[src/rtl/uart_tx_arbiter_if.sv]
// Requester-side and UART-TX-side signals of the TX arbiter, grouped as one bundle.
// The arbiter uses the slave modport; the environment driving it uses master.
interface uart_tx_arbiter_if #(
    parameter int NUM_REQ    = 4,
    parameter int DATA_WIDTH = 8,
    parameter int ID_W       = 2
);
    logic [NUM_REQ-1:0]            req_valid;
    logic [NUM_REQ*DATA_WIDTH-1:0] req_data;
    logic [NUM_REQ-1:0]            req_last;
    logic [NUM_REQ-1:0]            req_ready;
    logic                          transmit;
    logic [DATA_WIDTH-1:0]         tx_byte;
    logic                          tx_fifo_full;
    logic [NUM_REQ-1:0]            grant;
    logic                          busy;
    logic                          timeout_irq;
    logic [ID_W-1:0]               timeout_id;

    modport master (
        output req_valid, req_data, req_last, tx_fifo_full,
        input  req_ready, transmit, tx_byte, grant, busy, timeout_irq, timeout_id
    );

    modport slave (
        input  req_valid, req_data, req_last, tx_fifo_full,
        output req_ready, transmit, tx_byte, grant, busy, timeout_irq, timeout_id
    );
endinterface

[src/rtl/uart_tx_arbiter.sv]
// Round-robin, packet-atomic arbiter sharing one UART TX push port between NUM_REQ
// byte streams, with a stall watchdog that revokes a silent owner's grant.
module uart_tx_arbiter #(
    parameter int NUM_REQ       = 4,
    parameter int DATA_WIDTH    = 8,
    parameter int STALL_TIMEOUT = 1024,
    parameter int ID_W          = 2
) (
    input logic               clk,
    input logic               rst,
    uart_tx_arbiter_if.slave  bus
);
    localparam int CNT_W = $clog2(STALL_TIMEOUT) + 1;

    typedef enum logic {IDLE, GRANTED} state_t;

    state_t              state;
    logic [ID_W-1:0]     owner_idx;
    logic [ID_W-1:0]     rr_ptr;
    logic [CNT_W-1:0]    stall_cnt;
    logic [NUM_REQ-1:0]  grant_r;
    logic                busy_r;
    logic                irq_r;
    logic [ID_W-1:0]     irq_id_r;

    logic [NUM_REQ-1:0]    req_ready_c;
    logic                  transmit_c;
    logic [DATA_WIDTH-1:0] tx_byte_c;
    logic                  owner_valid;
    logic                  owner_last;
    logic [DATA_WIDTH-1:0] owner_data;
    logic [ID_W-1:0]       pick_idx;

    // First valid requester at or above ptr, wrapping; the previous owner sits last.
    function automatic logic [ID_W-1:0] rr_pick(input logic [NUM_REQ-1:0] v,
                                                input logic [ID_W-1:0]    ptr);
        logic [ID_W-1:0] pick;
        int              k;
        pick = ptr;
        for (int i = NUM_REQ - 1; i >= 0; i--) begin
            k = (int'(ptr) + i) % NUM_REQ;
            if (v[k]) pick = ID_W'(k);
        end
        return pick;
    endfunction

    function automatic logic [ID_W-1:0] next_ptr(input logic [ID_W-1:0] g);
        return ID_W'((int'(g) + 1) % NUM_REQ);
    endfunction

    function automatic logic [CNT_W-1:0] sat_inc(input logic [CNT_W-1:0] c);
        return (c == {CNT_W{1'b1}}) ? c : c + CNT_W'(1);
    endfunction

    assign owner_valid = bus.req_valid[owner_idx];
    assign owner_last  = bus.req_last[owner_idx];
    assign owner_data  = bus.req_data[owner_idx*DATA_WIDTH +: DATA_WIDTH];
    assign pick_idx    = rr_pick(bus.req_valid, rr_ptr);

    // Push path is combinational so the owner's byte lands in the FIFO the same cycle.
    always_comb begin
        req_ready_c = '0;
        transmit_c  = 1'b0;
        tx_byte_c   = '0;
        if (state == GRANTED) begin
            req_ready_c[owner_idx] = ~bus.tx_fifo_full;
            transmit_c             = owner_valid & ~bus.tx_fifo_full;
            if (transmit_c) tx_byte_c = owner_data;
        end
    end

    always_ff @(posedge clk) begin
        if (rst) begin
            state     <= IDLE;
            owner_idx <= '0;
            rr_ptr    <= '0;
            stall_cnt <= '0;
            grant_r   <= '0;
            busy_r    <= 1'b0;
            irq_r     <= 1'b0;
            irq_id_r  <= '0;
        end else begin
            irq_r <= 1'b0;
            case (state)
                IDLE: begin
                    if (|bus.req_valid) begin
                        owner_idx <= pick_idx;
                        grant_r   <= {{(NUM_REQ-1){1'b0}}, 1'b1} << pick_idx;
                        busy_r    <= 1'b1;
                        stall_cnt <= '0;
                        state     <= GRANTED;
                    end
                end
                GRANTED: begin
                    if (transmit_c) begin
                        stall_cnt <= '0;
                        if (owner_last) begin
                            state   <= IDLE;
                            grant_r <= '0;
                            busy_r  <= 1'b0;
                            rr_ptr  <= next_ptr(owner_idx);
                        end
                    end else if (!owner_valid) begin
                        // Silence only counts when the owner has nothing to offer;
                        // a valid byte blocked by a full FIFO holds the count.
                        if (stall_cnt == CNT_W'(STALL_TIMEOUT - 1)) begin
                            state    <= IDLE;
                            grant_r  <= '0;
                            busy_r   <= 1'b0;
                            rr_ptr   <= next_ptr(owner_idx);
                            irq_r    <= 1'b1;
                            irq_id_r <= owner_idx;
                        end else begin
                            stall_cnt <= sat_inc(stall_cnt);
                        end
                    end
                end
                default: state <= IDLE;
            endcase
        end
    end

    assign bus.req_ready   = req_ready_c;
    assign bus.transmit    = transmit_c;
    assign bus.tx_byte     = tx_byte_c;
    assign bus.grant       = grant_r;
    assign bus.busy        = busy_r;
    assign bus.timeout_irq = irq_r;
    assign bus.timeout_id  = irq_id_r;

endmodule

[src/flat_wrapper.sv]
// flat-port wrapper written by rule: the top's interface ports become plain ports
module uart_tx_arbiter_flat 
#(
    parameter int NUM_REQ       = 4,
    parameter int DATA_WIDTH    = 8,
    parameter int STALL_TIMEOUT = 1024,
    parameter int ID_W          = 2
)
  (clk, rst, bus_req_valid, bus_req_data, bus_req_last, bus_tx_fifo_full, bus_req_ready, bus_transmit, bus_tx_byte, bus_grant, bus_busy, bus_timeout_irq, bus_timeout_id);
  uart_tx_arbiter_if #(.NUM_REQ(NUM_REQ), .DATA_WIDTH(DATA_WIDTH), .ID_W(ID_W)) bus_i ();
  input logic clk;
  input logic rst;
  input wire logic [$bits(bus_i.req_valid)-1:0] bus_req_valid;
  input wire logic [$bits(bus_i.req_data)-1:0] bus_req_data;
  input wire logic [$bits(bus_i.req_last)-1:0] bus_req_last;
  input wire logic [$bits(bus_i.tx_fifo_full)-1:0] bus_tx_fifo_full;
  output wire logic [$bits(bus_i.req_ready)-1:0] bus_req_ready;
  output wire logic [$bits(bus_i.transmit)-1:0] bus_transmit;
  output wire logic [$bits(bus_i.tx_byte)-1:0] bus_tx_byte;
  output wire logic [$bits(bus_i.grant)-1:0] bus_grant;
  output wire logic [$bits(bus_i.busy)-1:0] bus_busy;
  output wire logic [$bits(bus_i.timeout_irq)-1:0] bus_timeout_irq;
  output wire logic [$bits(bus_i.timeout_id)-1:0] bus_timeout_id;
  assign bus_i.req_valid = bus_req_valid;
  assign bus_i.req_data = bus_req_data;
  assign bus_i.req_last = bus_req_last;
  assign bus_i.tx_fifo_full = bus_tx_fifo_full;
  assign bus_req_ready = bus_i.req_ready;
  assign bus_transmit = bus_i.transmit;
  assign bus_tx_byte = bus_i.tx_byte;
  assign bus_grant = bus_i.grant;
  assign bus_busy = bus_i.busy;
  assign bus_timeout_irq = bus_i.timeout_irq;
  assign bus_timeout_id = bus_i.timeout_id;
  uart_tx_arbiter #(.NUM_REQ(NUM_REQ), .DATA_WIDTH(DATA_WIDTH), .STALL_TIMEOUT(STALL_TIMEOUT), .ID_W(ID_W)) u_core (.clk(clk), .rst(rst), .bus(bus_i));
endmodule
[config.mk]
export PLATFORM = sky130hd
export DESIGN_NAME = uart_tx_arbiter_flat
export DESIGN_NICKNAME = d
export VERILOG_FILES = /design/src/rtl/uart_tx_arbiter_if.sv /design/src/rtl/uart_tx_arbiter.sv /design/src/flat_wrapper.sv
export SDC_FILE = /design/constraint.sdc
export NUM_CORES = 1
export LEC_CHECK = 0
export CORE_ASPECT_RATIO = 1.2
export CORE_UTILIZATION = 35
export DETAILED_ROUTE_END_ITERATION = 6
export HOLD_SLACK_MARGIN = 0.1
export PLACE_DENSITY = 0.67
export SLEW_MARGIN = 20
export SYNTH_ARGS = -nofsm -noshare
export SYNTH_HDL_FRONTEND = slang
export SYNTH_SLANG_ARGS = --single-unit
[constraint.sdc]
create_clock -name clk -period 4.1 [get_ports clk]
set_clock_uncertainty 0.05 [all_clocks]
set_input_delay 0.82 -clock clk [delete_from_list [all_inputs] [get_ports clk]]
set_output_delay 0.82 -clock clk [all_outputs]
set_load 0.02 [all_outputs]
==> results_dict.tcl <==
set metrics [dict create \
    p_per_area_mw_per_mm2 238.4 \
    yosys_warnings 0 \
    vdd_drop_max_uv 153.8 \
    slew-limit-headroom_pct 45.29 \
    clk_pin_slew_ns 0.08 \
    ys_seq_area_share_pct 29.43 \
    required_ns 3.23 \
    initial_core_util_pct 37.46 \
    cts_root_buffer "clkbuf_8" \
    boundaryPins 64 \
    synth_area_mm2 0.001633 \
    io_buffers 63 \
    nets 292 \
    avgSynthCellArea_um2 8.972 \
    htree_num_levels 1 \
    placed_cell_area_mm2 0.002308 \
    drt-vias-per-instance 5.184 \
    die_height_um 76.82 \
    multiInputGateArea_mm2 0.001067 \
    coreArea_mm2 0.004359 \
    fp-row-count 26 \
    cts_tree "built" \
    outcome "finished clean" \
    ctsResizeCount 0 \
    grt_max_degree 20 \
    hp-start "u_core.bus.grant[2]$_SDFFE_PP0P_" \
    first_pass_iters 4 \
    wl_per_cell_um 13.17 \
    postRouteAntennaNets 0 \
    clkSinkCount 24 \
    power_leakage_uw 0.0008041 \
    hold_buffers 0 \
    critical-path-max-stage-delay_ns 0.62 \
    synth-seq-cells 24 \
    setup_viol 0 \
    maxCapViolCount 0 \
    path_class "input pin to output port" \
    synth_top_area_share_pct 29.43 \
    syn-instance-count 182 \
    critPathCaptureType "output port" \
    insertion_delay_ns 0.27 \
    fin_setup_tns_ns 0 \
    grt_pass1_vias 1507 \
    slowest_stage "clkdlybuf4s50_1" \
    ys.flop_type "dfxtp_1" \
    path_max_fanout 9 \
    drive_above_1_share_pct 11.11 \
    drt_wl_total_um 3937 \
    dr_total_vias 1550 \
    grt_overflow_total 0 \
    min_period_over_period_pct 85.55 \
    antenna_found_initial 0 \
    cts_setup_buffers 0 \
    post-dp-hpwl_um 3079 \
    cts_buffers 3 \
    syn_nets 230 \
    cp_data_arrival_time_ns 2.64 \
    start_kind "input pin" \
    slew_viol_final 0 \
    cts_max_path_buffers 2 \
    register_area_um2 480.5 \
    fin_crit_ns 3.507 \
    chipWidth_um 64.35 \
    synthArstFlopShare_pct 0 \
    synth_edf_count 0 \
    area_growth_pct 44.75 \
    rsz0062_at_grt "false" \
    hold_viol_final 0 \
    drt_iter0_drc 64 \
    r2r_start "u_core.owner_idx[0]$_SDFFE_PP0P_" \
    cp_common_cell "clkdlybuf4s50_1" \
    crit_chain "clkdlybuf4s50_1 -> mux2i_1 -> a2bb2oi_1 -> buf_4 -> nor2b_1 -> clkdlybuf4s50_1" \
    post-synth-top-area-cell "dfxtp_1" \
    synth.distinct_cells 46 \
    grt_pass1_wl_um 6630 \
    drcViolationCount 0 \
    die-area_mm2 0.004943 \
    fillers 431 \
    worst_pin_slew_ns 0.8195 \
    crit_start "bus_req_valid[3]" \
    fmax_mhz 285.1 \
    diodes 0 \
    hold_path_class "flop to flop" \
    gp_congestion 0.7853 \
    design_area_mm2 0.002364 \
    globalRouteTotalUtil_pct 16.46 \
    synthTopCellsByArea "dfxtp_1 (29%), mux4_2 (14%), nor2_1 (5.1%)" \
]
-- placed cells by master, fill, tap and decap left out, types with 5 or more instances in the layout --
master,instances
mux4_2,10
mux2i_1,6
ha_1,5
dfxtp_1,24
nor2_1,22
clkdlybuf4s50_1,63
o21ai_0,5
a21oi_1,7
nand3_1,7
nand2_1,12
inv_1,8
xnor2_1,6
nand4_1,5
nor2b_1,13
-- cell families after synthesis --
group,share of synthesized area [%]
and+or+nand+nor,30.11
buffers and inverters,5.211
xor gates and xnor gates,3.755
DFF,29.43
AOI/OAI and AO/OA,9.503
adders and majority gates,3.831
muxes,18.16
-- sequential cells by signal, summed over array words and instances (netlist names) --
| signal | cells |
|---|---|
| u_core.owner_idx | 2 |
| u_core.bus.busy | 1 |
| u_core.state | 1 |
| u_core.stall_cnt | 11 |
| u_core.bus.timeout_id | 2 |
| u_core.bus.timeout_irq | 1 |
| u_core.rr_ptr | 2 |
| u_core.bus.grant | 4 |
-- where the power goes --
part	total, uW	internal (uW)	switching, uW	leakage, uW
Clock	164	85.8	77.8	0.0000288
Sequential	252	239	12.5	0.000195
Combinational	148	89.6	58.3	0.000581
Total	563	415	149	0.000804
-- worst max-delay path, delay by kind of cell --
family,cells,cell delay (ns)
and+or+nand+nor,1,0.11
AOI/OAI and AO/OA,1,0.17
muxes,1,0.12
buffers and inverters,3,1.41
-- per-stage QoR --
step	power, uW	instances	utilization [%]	worst slack, ns	hold WS [ns]
after global placement	405.0	295	52.96	0.6098	0.3982
after global routing	593.9	299	54.22	0.4224	0.4448
final	563.4	299	54.22	0.5926	0.4145
after detailed placement	406.0	295	52.96	0.5945	0.4063
after CTS	571.2	299	54.22	0.5840	0.4212
after floorplan	336.9	182	-	1.332	0.4171
-- area by class of cell --
cell class | count | area share [%]
well taps | 56 | 2.965
repair buffers | 67 | 27.95
clock buffers | 4 | 2.329
multi-input cells | 140 | 45.16
inverters | 8 | 1.271
flip-flops and latches | 24 | 20.33
-- per-layer routing --
layer  vias up  part of all wire, %  GRT usage [%]
met4         0                 0.20          2.000
met3         2                  4.4          3.423
met2        33                   52          29.79
li1        773                    -              -
met1       742                   44          20.16
met5         -                    0              0
-- worst paths after layout --
| path | slack, ns | end | cells after the start |
|---|---|---|---|
| worst max register to register | 1.24 | u_core.stall_cnt[0]$_SDFFE_PP0P_ | 5 |
| worst min register to register | 0.41 | u_core.bus.grant[2]$_SDFFE_PP0P_ | 2 |
| worst min-delay path | 0.41 | u_core.bus.grant[2]$_SDFFE_PP0P_ | 2 |
| worst max-delay path | 0.59 | bus_tx_byte[2] | 6 |
-- cell usage after synthesis (2+ instances only) --
library cell	count
dfxtp_1	24
nor2_1	22
nor2b_1	13
nand2_1	12
mux4_2	10
inv_1	8
a21oi_1	7
nand3_1	7
mux2i_1	6
xnor2_1	6
clkbuf_1	5
ha_1	5
nand4_1	5
o21ai_0	5
and2_1	4
nor3_1	4
nor4_1	4
nand3b_1	3
buf_2	2
buf_6	2
nor3b_1	2
o2bb2ai_1	2
(Power assumes the default switching activity.)
